--- src/rtl/sdr_pkg.sv ---
// sdr_pkg: shared types, constants and helpers for the SDR receive chain
//   sync_state_e : HUNT / CHECK / LOCK frame-sync flywheel states
//   CCSDS_ASM    : CCSDS attached sync marker
//   cnt_width(n) : bits needed to hold the values 0..n (at least 1)
package sdr_pkg;

    typedef enum logic [1:0] {HUNT, CHECK, LOCK} sync_state_e;

    localparam logic [31:0] CCSDS_ASM = 32'h1ACF_FC1D;

    function automatic int cnt_width(input int n);
        return (n < 2) ? 1 : $clog2(n + 1);
    endfunction

endpackage

--- src/rtl/sync_correlator.sv ---
// sync_correlator: tests the marker at every bit alignment of the newest word
//   c_i       : {history, newest word}, newest bit at c_i[0]
//   hit_o     : hit_o[k] set when c_i[k +: SL] is within MAX_ERRS bits of SYNC_WORD
//   inv_hit_o : same against ~SYNC_WORD (only with FRAME_SYNC_INVERT_EN)
module sync_correlator
    import sdr_pkg::*;
#(
    parameter int             WS        = 8,
    parameter int             SL        = 32,
    parameter logic [SL-1:0]  SYNC_WORD = SL'(CCSDS_ASM),
    parameter int             MAX_ERRS  = 0
) (
    input  logic [SL+WS-2:0] c_i,
`ifdef FRAME_SYNC_INVERT_EN
    output logic [WS-1:0]    inv_hit_o,
`endif
    output logic [WS-1:0]    hit_o
);

    localparam int            CW = cnt_width(SL);
    localparam logic [CW-1:0] ME = CW'(MAX_ERRS);

    for (genvar k = 0; k < WS; k++) begin : g_cand
        logic [CW-1:0] errs;
        assign errs     = CW'($countones(c_i[k +: SL] ^ SYNC_WORD));
        assign hit_o[k] = errs <= ME;
`ifdef FRAME_SYNC_INVERT_EN
        // mismatches against ~SYNC_WORD are the matches against SYNC_WORD
        assign inv_hit_o[k] = (CW'(SL) - errs) <= ME;
`endif
    end

endmodule

--- src/rtl/frame_sync.sv ---
// frame_sync: attached-sync-marker search, hunt/check/lock flywheel, payload re-alignment
//   i_clk, i_reset_n : clock, asynchronous active-low reset
//   i_ce, i_word     : one descrambled WS-bit word per i_ce, bit WS-1 first in time
//   o_valid, o_word  : one-cycle pulse with a frame-aligned payload word (o_word holds)
//   o_sof            : with o_valid, first payload word of a frame
//   o_locked         : flywheel is in LOCK
//   o_inverted       : latched marker polarity
// FRAME_SYNC_INVERT_EN: also search for the inverted marker and invert payload to match;
// without it o_inverted is tied 0.
module frame_sync
    import sdr_pkg::*;
#(
    parameter int             WS         = 8,
    parameter int             SL         = 32,
    parameter logic [SL-1:0]  SYNC_WORD  = SL'(CCSDS_ASM),
    parameter int             PW         = 128,
    parameter int             MAX_ERRS   = 0,
    parameter int             CONFIRM    = 1,
    parameter int             MISS_LIMIT = 3
) (
    input  logic          i_clk,
    input  logic          i_reset_n,
    input  logic          i_ce,
    input  logic [WS-1:0] i_word,
    output logic          o_valid,
    output logic [WS-1:0] o_word,
    output logic          o_sof,
    output logic          o_locked,
    output logic          o_inverted
);

    localparam int FW  = SL / WS + PW;
    localparam int PSW = cnt_width(FW - 1);
    localparam int HW  = cnt_width(CONFIRM);
    localparam int MW  = cnt_width(MISS_LIMIT);
    localparam int AW  = cnt_width(WS - 1);
    localparam logic [PSW-1:0] POS_LAST  = PSW'(FW - 1);
    localparam logic [PSW-1:0] POS_PW    = PSW'(PW);
    localparam logic [HW-1:0]  HITS_LOCK = HW'(CONFIRM);
    localparam logic [MW-1:0]  MISS_DROP = MW'(MISS_LIMIT);

    sync_state_e    state_q;
    logic [SL-2:0]  hist_q;
    logic [AW-1:0]  align_q;
    logic [PSW-1:0] pos_q;
    logic [HW-1:0]  hits_q;
    logic [MW-1:0]  misses_q;
    logic           valid_q;
    logic           sof_q;
    logic           locked_q;
    logic [WS-1:0]  word_q;

    logic [SL+WS-2:0] c;
    logic [WS-1:0]    hit;
    logic             found;
    logic [AW-1:0]    k_sel;
    logic             trk_hit;
    logic [WS-1:0]    payload;
    logic [PSW-1:0]   pos_d;

    assign c     = {hist_q, i_word};
    assign pos_d = (pos_q == POS_LAST) ? '0 : pos_q + 1'b1;

`ifdef FRAME_SYNC_INVERT_EN
    logic [WS-1:0] inv_hit;
    logic          pol_q;
    logic          pol_sel;

    sync_correlator #(.WS(WS), .SL(SL), .SYNC_WORD(SYNC_WORD), .MAX_ERRS(MAX_ERRS)) u_corr (
        .c_i       (c),
        .inv_hit_o (inv_hit),
        .hit_o     (hit)
    );

    assign trk_hit    = pol_q ? inv_hit[align_q] : hit[align_q];
    assign payload    = c[align_q +: WS] ^ {WS{pol_q}};
    assign o_inverted = pol_q;

    // scanning downwards lets the lowest k win, and true polarity beats inverted at equal k
    always_comb begin
        found   = |{hit, inv_hit};
        k_sel   = '0;
        pol_sel = 1'b0;
        for (int k = WS - 1; k >= 0; k--) begin
            if (inv_hit[k]) begin
                k_sel   = AW'(k);
                pol_sel = 1'b1;
            end
            if (hit[k]) begin
                k_sel   = AW'(k);
                pol_sel = 1'b0;
            end
        end
    end
`else
    sync_correlator #(.WS(WS), .SL(SL), .SYNC_WORD(SYNC_WORD), .MAX_ERRS(MAX_ERRS)) u_corr (
        .c_i   (c),
        .hit_o (hit)
    );

    assign trk_hit    = hit[align_q];
    assign payload    = c[align_q +: WS];
    assign o_inverted = 1'b0;

    always_comb begin
        found = |hit;
        k_sel = '0;
        for (int k = WS - 1; k >= 0; k--) k_sel = hit[k] ? AW'(k) : k_sel;
    end
`endif

    always_ff @(posedge i_clk or negedge i_reset_n) begin
        if (!i_reset_n) begin
            state_q  <= HUNT;
            hist_q   <= '0;
            align_q  <= '0;
            pos_q    <= '0;
            hits_q   <= '0;
            misses_q <= '0;
            valid_q  <= 1'b0;
            sof_q    <= 1'b0;
            locked_q <= 1'b0;
            word_q   <= '0;
`ifdef FRAME_SYNC_INVERT_EN
            pol_q    <= 1'b0;
`endif
        end else begin
            valid_q <= 1'b0;
            sof_q   <= 1'b0;
            if (i_ce) begin
                hist_q <= c[SL-2:0];
                case (state_q)
                    HUNT: begin
                        if (found) begin
                            state_q <= CHECK;
                            align_q <= k_sel;
                            pos_q   <= PSW'(1);
                            hits_q  <= '0;
`ifdef FRAME_SYNC_INVERT_EN
                            pol_q   <= pol_sel;
`endif
                        end
                    end
                    CHECK: begin
                        pos_q <= pos_d;
                        if (pos_q == '0) begin
                            if (!trk_hit) begin
                                state_q <= HUNT;
                            end else if (hits_q + 1'b1 == HITS_LOCK) begin
                                state_q  <= LOCK;
                                misses_q <= '0;
                                locked_q <= 1'b1;
                            end else begin
                                hits_q <= hits_q + 1'b1;
                            end
                        end
                    end
                    LOCK: begin
                        pos_q <= pos_d;
                        // payload keeps flowing through a missed marker (flywheel)
                        if (pos_q != '0 && pos_q <= POS_PW) begin
                            valid_q <= 1'b1;
                            sof_q   <= pos_q == PSW'(1);
                            word_q  <= payload;
                        end
                        if (pos_q == '0) begin
                            if (trk_hit) begin
                                misses_q <= '0;
                            end else if (misses_q + 1'b1 == MISS_DROP) begin
                                state_q  <= HUNT;
                                locked_q <= 1'b0;
                            end else begin
                                misses_q <= misses_q + 1'b1;
                            end
                        end
                    end
                    default: state_q <= HUNT;
                endcase
            end
        end
    end

    assign o_valid  = valid_q;
    assign o_sof    = sof_q;
    assign o_locked = locked_q;
    assign o_word   = word_q;

endmodule
--- config.mk ---
export PLATFORM = sky130hd
export DESIGN_NAME = frame_sync
export DESIGN_NICKNAME = d
export VERILOG_FILES = /design/src/rtl/sdr_pkg.sv /design/src/rtl/sync_correlator.sv /design/src/rtl/frame_sync.sv
export SDC_FILE = /design/constraint.sdc
export NUM_CORES = 1
export LEC_CHECK = 0
export ABC_CLOCK_PERIOD_IN_PS = 8400
export CAP_MARGIN = 30
export CORE_MARGIN = 4
export CORE_UTILIZATION = 45
export CTS_CLUSTER_SIZE = 30
export DETAILED_ROUTE_END_ITERATION = 10
export GPL_ROUTABILITY_DRIVEN = 0
export GPL_TIMING_DRIVEN = 0
export HOLD_SLACK_MARGIN = 0.15
export PLACE_DENSITY = 0.61
export SLEW_MARGIN = 0
export SYNTH_ARGS = -nofsm -noshare
export SYNTH_HDL_FRONTEND = slang
export SYNTH_SLANG_ARGS = --single-unit
--- constraint.sdc ---
create_clock -name i_clk -period 8.4 [get_ports i_clk]
set_clock_uncertainty 0.05 [all_clocks]
set_input_delay 1.26 -clock i_clk [delete_from_list [all_inputs] [get_ports i_clk]]
set_output_delay 1.26 -clock i_clk [all_outputs]
set_load 0.02 [all_outputs]
== Yosys cells after proc, flatten, opt, wreduce, memory -nomap -nowiden ==
Index checks and enable logic that the tools add are counted.

* Shift operators: 1
* Reductions and logical operators: 16
* Bitwise operators: 8
* Add/subtract/negate cells: 245
* Eq/ne operators: 15
* Multiplexer cells: 46
* $lt $le $gt $ge: 10

{| class="wikitable"
|+ Operators with widths
! kind !! number
|-
| $add 6x6->6 || 120
|-
| $add 1x1->2 || 122
|-
| $not 19->19 || 8
|-
| $le 6x1->1 const B || 8
|-
| $shiftx 39x4->8 || 1
|-
| $mux 2 || 13
|-
| $mux 3 || 8
|-
| $mux 1 || 17
|-
| $mux 8 || 2
|-
| $ne 2x2->1 const B || 8
|-
| $pmux 8 s2 || 1
|-
| $reduce_and 7->1 || 2
|-
| $reduce_and 3->1 || 3
|-
| $add 8x1->8 const B || 1
|-
| $eq 8x1->1 const B || 1
|-
| $eq 8x8->1 const B || 1
|-
| $le 8x8->1 const B || 1
|-
| $logic_not 8->1 || 1
|-
| $reduce_and 8->1 || 1
|-
| $reduce_bool 8->1 || 1
|-
| $reduce_or 8->1 || 1
|-
| $ne 3x3->1 const B || 2
|-
| $pmux 2 s3 || 1
|-
| $reduce_and 6->1 || 1
|-
| other kinds (12) || 16
|}

* Logic and storage cells: 351
* Output and inout port bits: 12
* Bits in registers: 58
* Input port bits: 11

== Depth between registers and ports, before layout ==
Gate-level depths: netlist of run 1.

* Word-level depth: 15
* Mapped depth: 21
* Mapped depth without buffers: 21

== By module ==
From an unflattened synthesis of run 1, not the netlist that was laid out.

* Cells, all modules: 932
* Area total of the unflattened synthesis: 10065.9 µm²

{| class="wikitable"
|+ Modules (own cells, without submodules)
! module !! sequential area each (µm²) !! cells an instance !! times used !! area each (µm²)
|-
| sync_correlator || 0.0 || 663 || 1 || 7064.3
|-
| frame_sync || 1426.4 || 269 || 1 || 3001.6
|}

== Worst setup path before layout of run 1 ==
OpenSTA, ideal clock, no wires.

* Path type: in2reg
* Start point: in i_word[6]
* End point: reg pos_q[4]
* Buffers on the path: 0
* Required time: 8.224 ns
* Arrival: 6.482 ns
* Slack: 1.742 ns
* Cell stages on the path: 20
* Library setup time: 0.126 ns
* Cells stage by stage: inv_1 ha_1 fa_1 inv_1 fa_1 inv_1 fa_1 inv_1 fa_1 fa_1 inv_1 ha_1 inv_1 fa_1 or4b_4 nor4_4 nor4_2 a31oi_4 nand2_4 a221o_1

* Cells in the longest elaborated chain, start to end: 10
* Elaborated cells between the ends (all ways): 49
* Classes of those cells: add/sub: 35; order compare: 7; eq/ne: 1; bitwise: 4; reduce/logical: 2

{| class="wikitable"
|+ Ends and longest elaborated chain
! item !! RTL line !! RTL
|-
| start: declaration || frame_sync.sv:24 || <nowiki>input logic [WS-1:0] i_word,</nowiki>
|-
| $not 19->19 (no line) || -- ||
|-
| $add 1x1->2 || sync_correlator.sv:25 || <nowiki>assign errs = CW'($countones(c_i[k +: SL] ^ SYNC_WORD));</nowiki>
|-
| $add 6x6->6 (4 in series) || sync_correlator.sv:25 ||
|-
| $le 6x1->1 || sync_correlator.sv:26 || <nowiki>assign hit_o[k] = errs <= ME;</nowiki>
|-
| $reduce_or 8->1 * || frame_sync.sv:106 || <nowiki>found = |hit;</nowiki>
|-
| $ne 2x2->1 (no line) * || -- ||
|-
| $reduce_and 3->1 (no line) * || -- ||
|-
| end signal: assignment || frame_sync.sv:145 || <nowiki>pos_q <= pos_d;</nowiki>
|-
| end signal: assignment || frame_sync.sv:159 || <nowiki>pos_q <= pos_d;</nowiki>
|-
| end: declaration || frame_sync.sv:45 || <nowiki>logic [PSW-1:0] pos_q;</nowiki>
|}

Mark *: on every way between the ends. The rest lies on a longest branch, timed or not.
A chain may end at the register's enable or synchronous reset.

== Final worst setup path of run 1 ==
* Start point: in i_word[7]
* End point: reg pos_q[4]

Same word-level chain as after synthesis.

==> results.py, run 1 <==
metrics = {
    "logic_synthesis": {
        "netlist.top_cell.by_area": "sky130_fd_sc_hd__fa_1",
        "synth_edf_count": 0,
        "post-synth-top-count-cell": "sky130_fd_sc_hd__inv_1",
        "ys_async_sr_fraction_pct": 100,
        "post_synth_instance_area_mm2": 0.0107,
        "synth.area.top_cells": "sky130_fd_sc_hd__fa_1 37%, sky130_fd_sc_hd__ha_1 19%, sky130_fd_sc_hd__dfrtp_1 13%",
        "post-synth-top-area-fraction_pct": 37.0,
        "synth.yosys.seq_area_share_pct": 13.4,
        "synthesis.instances": 1069,
        "post_synth_cell_types": 62,
        "mappedNetlistNets": 1438,
        "synth.ff_latch_count": 57,
        "synth.avg_cell_area_um2": 9.98,
        "synth.top_cells.by_count": "328 x sky130_fd_sc_hd__inv_1, 197 x sky130_fd_sc_hd__fa_1, 161 x sky130_fd_sc_hd__ha_1",
        "synth_warnings": 0,
        "ys.flop_type": "sky130_fd_sc_hd__dfrtp_1",
    },
    "die": {
        "num_io_pins": 23,
        "fp.dieH_um": 162,
        "die-width_um": 162,
        "initial_core_util_pct": 45.6,
        "core_mm2": 0.0234,
        "die_area_mm2": 0.0262,
        "rows": 56,
    },
    "global_route": {
        "grt.busiest_layer": "met2",
        "grt.met3_usage_pct": 2.72,
        "globalRouteMet2Util_pct": 31.3,
        "use_met1_pct": 28.5,
        "grt_pass1_wl_mm": 40.2,
        "grt_start_max_net_pins": 37,
        "number_of_global_route_vias_before_repair": 7558,
        "initial_antenna_violation_count": 0,
        "globalRoute.totalOverflow": 0,
        "grt.total_usage_pct": 19.6,
    },
    "routing": {
        "drt-total-wl_mm": 23.6,
        "vias": 6983,
        "avgRoutedWirePerCell_um": 16.6,
        "drt-vias-per-instance": 4.90,
        "first_iter_violations": 402,
        "first_pass_iters": 5,
        "final_antenna_net_count": 0,
        "route.detailed.drc": 0,
    },
    "timing": {
        "period_share_pct": 91.2,
        "final_hold_viol_count": 0,
        "tightest_slew_ns": 0.779,
        "max_clock_freq_mhz": 131,
        "final_period_minus_worst_setup_slack_ns": 7.66,
        "setup_viol": 0,
        "grt_setup_unrepaired": "no",
        "fin_setup_tns_ns": 0,
        "maxSlewHeadroom_pct": 48.0,
        "final-max-slew-violation-count": 0,
    },
    "final_layout": {
        "layout-drive-gt1-share_pct": 4.43,
        "antennaDiodeCount": 0,
        "final_net_count": 1470,
        "area.growth.synth_to_final_pct": 8.85,
    },
    "setup_path": {
        "critPathLaunchType": "input port",
        "worstPathRequired_ns": 8.56,
        "cp_data_arrival_time_ns": 7.83,
        "path_class": "in -> reg",
        "cp_max_fo": 10,
        "critPathCaptureType": "flip-flop",
    },
    "clocking": {
        "cts.repair_timing.setup_buffer_count": 0,
        "tritoncts": "yes",
        "cts_made_buffers": 9,
        "cts_h_tree_lvls": 3,
        "numClockSinks": 57,
        "ctsHoldBuffers": 0,
        "clk_latency_ns": 0.34,
        "worst_setup_hold_path_clk_slew_ns": 0.06,
        "cts_resized": 0,
        "cts.path.max_buffers": 2,
        "clock-root-buffer": "sky130_fd_sc_hd__clkbuf_16",
    },
    "run": {
        "drv.max_cap_violation_count": 0,
    },
    "place": {
        "detailedPlacementHpwl_mm": 20.6,
        "numPortBuffers": 20,
    },
    "status": {
        "run_status": "completed",
    },
    "hold_path": {
        "holdCritPathClass": "reg -> reg",
    },
}
area by class of cell:
| cell class | instances | area, µm² |
|---|---|---|
| Tap cell | 319 | 399 |
| Buffer | 17 | 87.6 |
| Multi-Input combinational cell | 666 | 7920 |
| Inverter | 329 | 1230 |
| Sequential cell | 57 | 1430 |
| Clock inverter | 6 | 90.1 |
| Clock buffer | 10 | 239 |
| Timing Repair Buffer | 21 | 215 |
| Fill cell | 2220 | 11800 |
worst paths after layout:
kind / depth (start not counted) / slack, ns / end / from
setup / recovery: 21 / 0.74 / pos_q[4] / i_word[7]
hold reg to reg: 2 / 0.45 / hist_q[17] / hist_q[9]
max in group asynchronous: 2 / 6.85 / hist_q[21] / i_reset_n
min in group asynchronous: 1 / 0.85 / pos_q[6] / i_reset_n
hold / removal: 2 / 0.45 / hist_q[17] / hist_q[9]
setup reg to reg: 20 / 1.71 / pos_q[4] / hist_q[2]
cell usage in the layout, fill, tap and decap left out, types with 3 or more instances in the layout:
cell type	synthesis	routed
sky130_fd_sc_hd__nor3_1	6	6
sky130_fd_sc_hd__ha_1	161	161
sky130_fd_sc_hd__a31oi_1	6	6
sky130_fd_sc_hd__fa_1	197	197
sky130_fd_sc_hd__nand3_1	5	5
sky130_fd_sc_hd__clkdlybuf4s50_1	0	19
sky130_fd_sc_hd__dfrtp_1	57	57
sky130_fd_sc_hd__mux4_2	3	3
sky130_fd_sc_hd__a21oi_1	25	25
sky130_fd_sc_hd__o2bb2ai_1	3	3
sky130_fd_sc_hd__or2_2	4	4
sky130_fd_sc_hd__xor2_1	5	5
sky130_fd_sc_hd__o21ai_0	43	43
sky130_fd_sc_hd__nor4_1	7	7
sky130_fd_sc_hd__nor2b_1	6	6
sky130_fd_sc_hd__nand2_1	56	56
sky130_fd_sc_hd__xnor2_1	17	17
sky130_fd_sc_hd__nor2_1	37	37
sky130_fd_sc_hd__a221o_1	4	4
sky130_fd_sc_hd__clkbuf_16	0	9
sky130_fd_sc_hd__and3_2	3	3
sky130_fd_sc_hd__inv_1	328	328
sky130_fd_sc_hd__buf_2	2	3
sky130_fd_sc_hd__mux2_2	6	6
sky130_fd_sc_hd__a21o_1	5	5
sky130_fd_sc_hd__o211ai_1	3	3
sky130_fd_sc_hd__mux2i_1	16	16
sky130_fd_sc_hd__a211oi_1	5	5
sky130_fd_sc_hd__nand3b_1	8	8
sky130_fd_sc_hd__clkbuf_1	12	12
registers in the layout, indices dropped and copies added, names as in the netlist:
register	flops
align_q	3
hist_q	31
o_word	8
o_locked	1
misses_q	2
pos_q	8
o_sof	1
state_q	2
o_valid	1
metal layers:
metal | up-vias | wire (µm)
met4 | 0 | 516
li1 | 3302 | -
met2 | 122 | 11000
met3 | 25 | 1030
met5 | - | 0
met1 | 3534 | 11000
critical path: stages:
cell and delay, ns:
sky130_fd_sc_hd__clkdlybuf4s50_1 0.67, sky130_fd_sc_hd__inv_1 0.16, sky130_fd_sc_hd__ha_1 0.42, sky130_fd_sc_hd__fa_1 0.57, sky130_fd_sc_hd__inv_1 0.05, sky130_fd_sc_hd__fa_1 0.47, sky130_fd_sc_hd__inv_1 0.05, sky130_fd_sc_hd__fa_1 0.41
sky130_fd_sc_hd__inv_1 0.08, sky130_fd_sc_hd__fa_1 0.44, sky130_fd_sc_hd__fa_1 0.47, sky130_fd_sc_hd__inv_1 0.07, sky130_fd_sc_hd__ha_1 0.16, sky130_fd_sc_hd__inv_1 0.05, sky130_fd_sc_hd__fa_1 0.48, sky130_fd_sc_hd__or4b_4 0.47
sky130_fd_sc_hd__nor4_4 0.43, sky130_fd_sc_hd__nor4_2 0.17, sky130_fd_sc_hd__a31oi_4 0.42, sky130_fd_sc_hd__nand2_4 0.14, sky130_fd_sc_hd__a221o_1 0.37
stage by stage:
stage / hold WS, ns / instances / worst slack (ns) / cell area (µm²) / util, %
finish: 0.449 / 1425 / 0.740 / 11600 / 49.6
global route: 0.454 / 1425 / 0.426 / 11600 / 49.6
CTS: 0.442 / 1425 / 0.717 / 11600 / 49.6
detailed placement: 0.430 / 1409 / 0.378 / 11300 / 48.2
global placement: 0.418 / 1408 / 0.402 / 11300 / 48.1
floorplan: 0.400 / 1069 / 1.74 / 10700 / -
kinds of logic after synthesis:
logic type / Yosys count / synth area share [%]
xor+xnor: 22 / 1.81
flops: 57 / 13.4
buf+inv: 346 / 12.4
fa+ha+maj: 358 / 55.9
mux: 25 / 2.77
simple gates: 149 / 7.12
compound gates: 111 / 6.63
other cells: 1 / 0.0352
Power of run 1 is left out: the tool's default activity adds up to more than one toggle a clock period on the data nets, which glitch-free logic cannot reach.
==> run 2, diff against run 1 <==
GPL_ROUTABILITY_DRIVEN = default   (was 0)
==> results of run 2 <==
Final layout, timing and power as in run 1 (identical DEF).
Power of run 2 is left out for the same reason.
==> run 3, diff against run 2 <==
CAP_MARGIN = default   (was 30)
==> results.py, run 3 (synthesized netlist as in run 1, its figures left out) <==
metrics = {
    "setup_path": {
        "path_class": "in -> reg",
        "rr_worst_depth": 20,
        "critPathLaunchType": "input port",
        "critPathCaptureType": "flip-flop",
        "cp_data_arrival_time_ns": 7.83,
        "cp_max_fo": 10,
        "worstPathRequired_ns": 8.56,
    },
    "final_layout": {
        "utilization_pct": 49.6,
        "final_cell_mix": "328 x sky130_fd_sc_hd__inv_1, 197 x sky130_fd_sc_hd__fa_1, 161 x sky130_fd_sc_hd__ha_1, 57 x sky130_fd_sc_hd__dfrtp_1, 56 x sky130_fd_sc_hd__nand2_1",
        "mostFrequentLayoutCell": "sky130_fd_sc_hd__inv_1",
        "area.growth.synth_to_final_pct": 8.85,
        "final_net_count": 1470,
        "layout-drive-gt1-share_pct": 4.43,
        "largest-register": "hist_q",
        "antennaDiodeCount": 0,
        "largest_register_ffs": 31,
    },
    "routing": {
        "route.detailed.drc": 0,
        "final_antenna_net_count": 0,
        "first_pass_iters": 5,
        "avgRoutedWirePerCell_um": 16.6,
        "drt-vias-per-instance": 4.90,
        "vias": 6983,
        "drt-total-wl_mm": 23.6,
        "first_iter_violations": 402,
    },
    "global_route": {
        "grt_pass1_wl_mm": 40.2,
        "initial_antenna_violation_count": 0,
        "globalRoute.totalOverflow": 0,
        "grt_start_max_net_pins": 37,
        "number_of_global_route_vias_before_repair": 7558,
        "grt.total_usage_pct": 19.6,
    },
    "clocking": {
        "cts_made_buffers": 9,
        "clk_latency_ns": 0.34,
        "cts_h_tree_lvls": 3,
        "tritoncts": "yes",
        "cts_resized": 0,
        "cts.repair_timing.setup_buffer_count": 0,
        "worst_setup_hold_path_clk_slew_ns": 0.06,
        "clock-root-buffer": "sky130_fd_sc_hd__clkbuf_16",
        "numClockSinks": 57,
        "cts.path.max_buffers": 2,
        "ctsHoldBuffers": 0,
    },
    "timing": {
        "max_clock_freq_mhz": 131,
        "final_hold_viol_count": 0,
        "final_period_minus_worst_setup_slack_ns": 7.66,
        "fin_setup_tns_ns": 0,
        "period_share_pct": 91.2,
        "final-max-slew-violation-count": 0,
        "grt_setup_unrepaired": "no",
        "maxSlewHeadroom_pct": 48.0,
        "tightest_slew_ns": 0.779,
        "setup_viol": 0,
    },
    "die": {
        "rows": 56,
        "num_io_pins": 23,
        "core_mm2": 0.0234,
        "die-width_um": 162,
        "die_area_mm2": 0.0262,
        "initial_core_util_pct": 45.6,
        "fp.dieH_um": 162,
    },
    "status": {
        "run_status": "completed",
    },
    "hold_path": {
        "holdCritPathClass": "reg -> reg",
        "worstHoldPathCells": 2,
    },
    "run": {
        "drv.max_cap_violation_count": 0,
    },
    "place": {
        "place.gp.congestion": 0.903,
        "detailedPlacementHpwl_mm": 20.6,
        "numPortBuffers": 20,
    },
}
-- run 3: cell counts in the layout (fill, tap and decap cells not counted) --
Identical to the previous run, type by type.
-- run 3: stage by stage --
step / cells / cell area (µm²) / hold WS (ns) / setup WS (ns)
2_1_floorplan: 1069 / 10700 / 0.400 / 1.74
3_5_place_dp: 1409 / 11300 / 0.430 / 0.378
5_1_grt: 1425 / 11600 / 0.454 / 0.426
4_1_cts: 1425 / 11600 / 0.442 / 0.717
3_3_place_gp: 1408 / 11300 / 0.418 / 0.402
6_report: 1425 / 11600 / 0.449 / 0.740
-- run 3: path summary, 6_finish.rpt --
path                            from          to  slack (ns)
setup reg to reg           hist_q[2]    pos_q[4]        1.71
min in group asynchronous  i_reset_n    pos_q[6]        0.85
hold / removal             hist_q[9]  hist_q[17]        0.45
hold reg to reg            hist_q[9]  hist_q[17]        0.45
max in group asynchronous  i_reset_n  hist_q[21]        6.85
setup / recovery           i_word[7]    pos_q[4]        0.74
-- run 3: cell type report --
cell class / instances / area [µm²]
fillers: 2220 / 11800
multi-input cells: 666 / 7920
flip-flops and latches: 57 / 1430
inverters: 329 / 1230
well taps: 319 / 399
clock buffers: 10 / 239
repair buffers: 21 / 215
clock inverters: 6 / 90.1
plain buffers: 17 / 87.6
-- run 3: worst max-delay path: stages --
cell and delay [ns]:
sky130_fd_sc_hd__clkdlybuf4s50_1 0.67, sky130_fd_sc_hd__inv_1 0.16, sky130_fd_sc_hd__ha_1 0.42, sky130_fd_sc_hd__fa_1 0.57, sky130_fd_sc_hd__inv_1 0.05, sky130_fd_sc_hd__fa_1 0.47
sky130_fd_sc_hd__inv_1 0.05, sky130_fd_sc_hd__fa_1 0.41, sky130_fd_sc_hd__inv_1 0.08, sky130_fd_sc_hd__fa_1 0.44, sky130_fd_sc_hd__fa_1 0.47, sky130_fd_sc_hd__inv_1 0.07
sky130_fd_sc_hd__ha_1 0.16, sky130_fd_sc_hd__inv_1 0.05, sky130_fd_sc_hd__fa_1 0.48, sky130_fd_sc_hd__or4b_4 0.47, sky130_fd_sc_hd__nor4_4 0.43, sky130_fd_sc_hd__nor4_2 0.17
sky130_fd_sc_hd__a31oi_4 0.42, sky130_fd_sc_hd__nand2_4 0.14, sky130_fd_sc_hd__a221o_1 0.37
-- run 3: metal layers --
layer	wire length, µm	vias to the layer above	part of all wire [%]	track usage, %
met5	0	-	0	0
met4	516	0	2.2	4.88
met3	1030	25	4.4	2.72
met2	11000	122	47	31.3
met1	11000	3534	47	28.5
li1	-	3302	-	-
Power of run 3 is left out for the same reason.
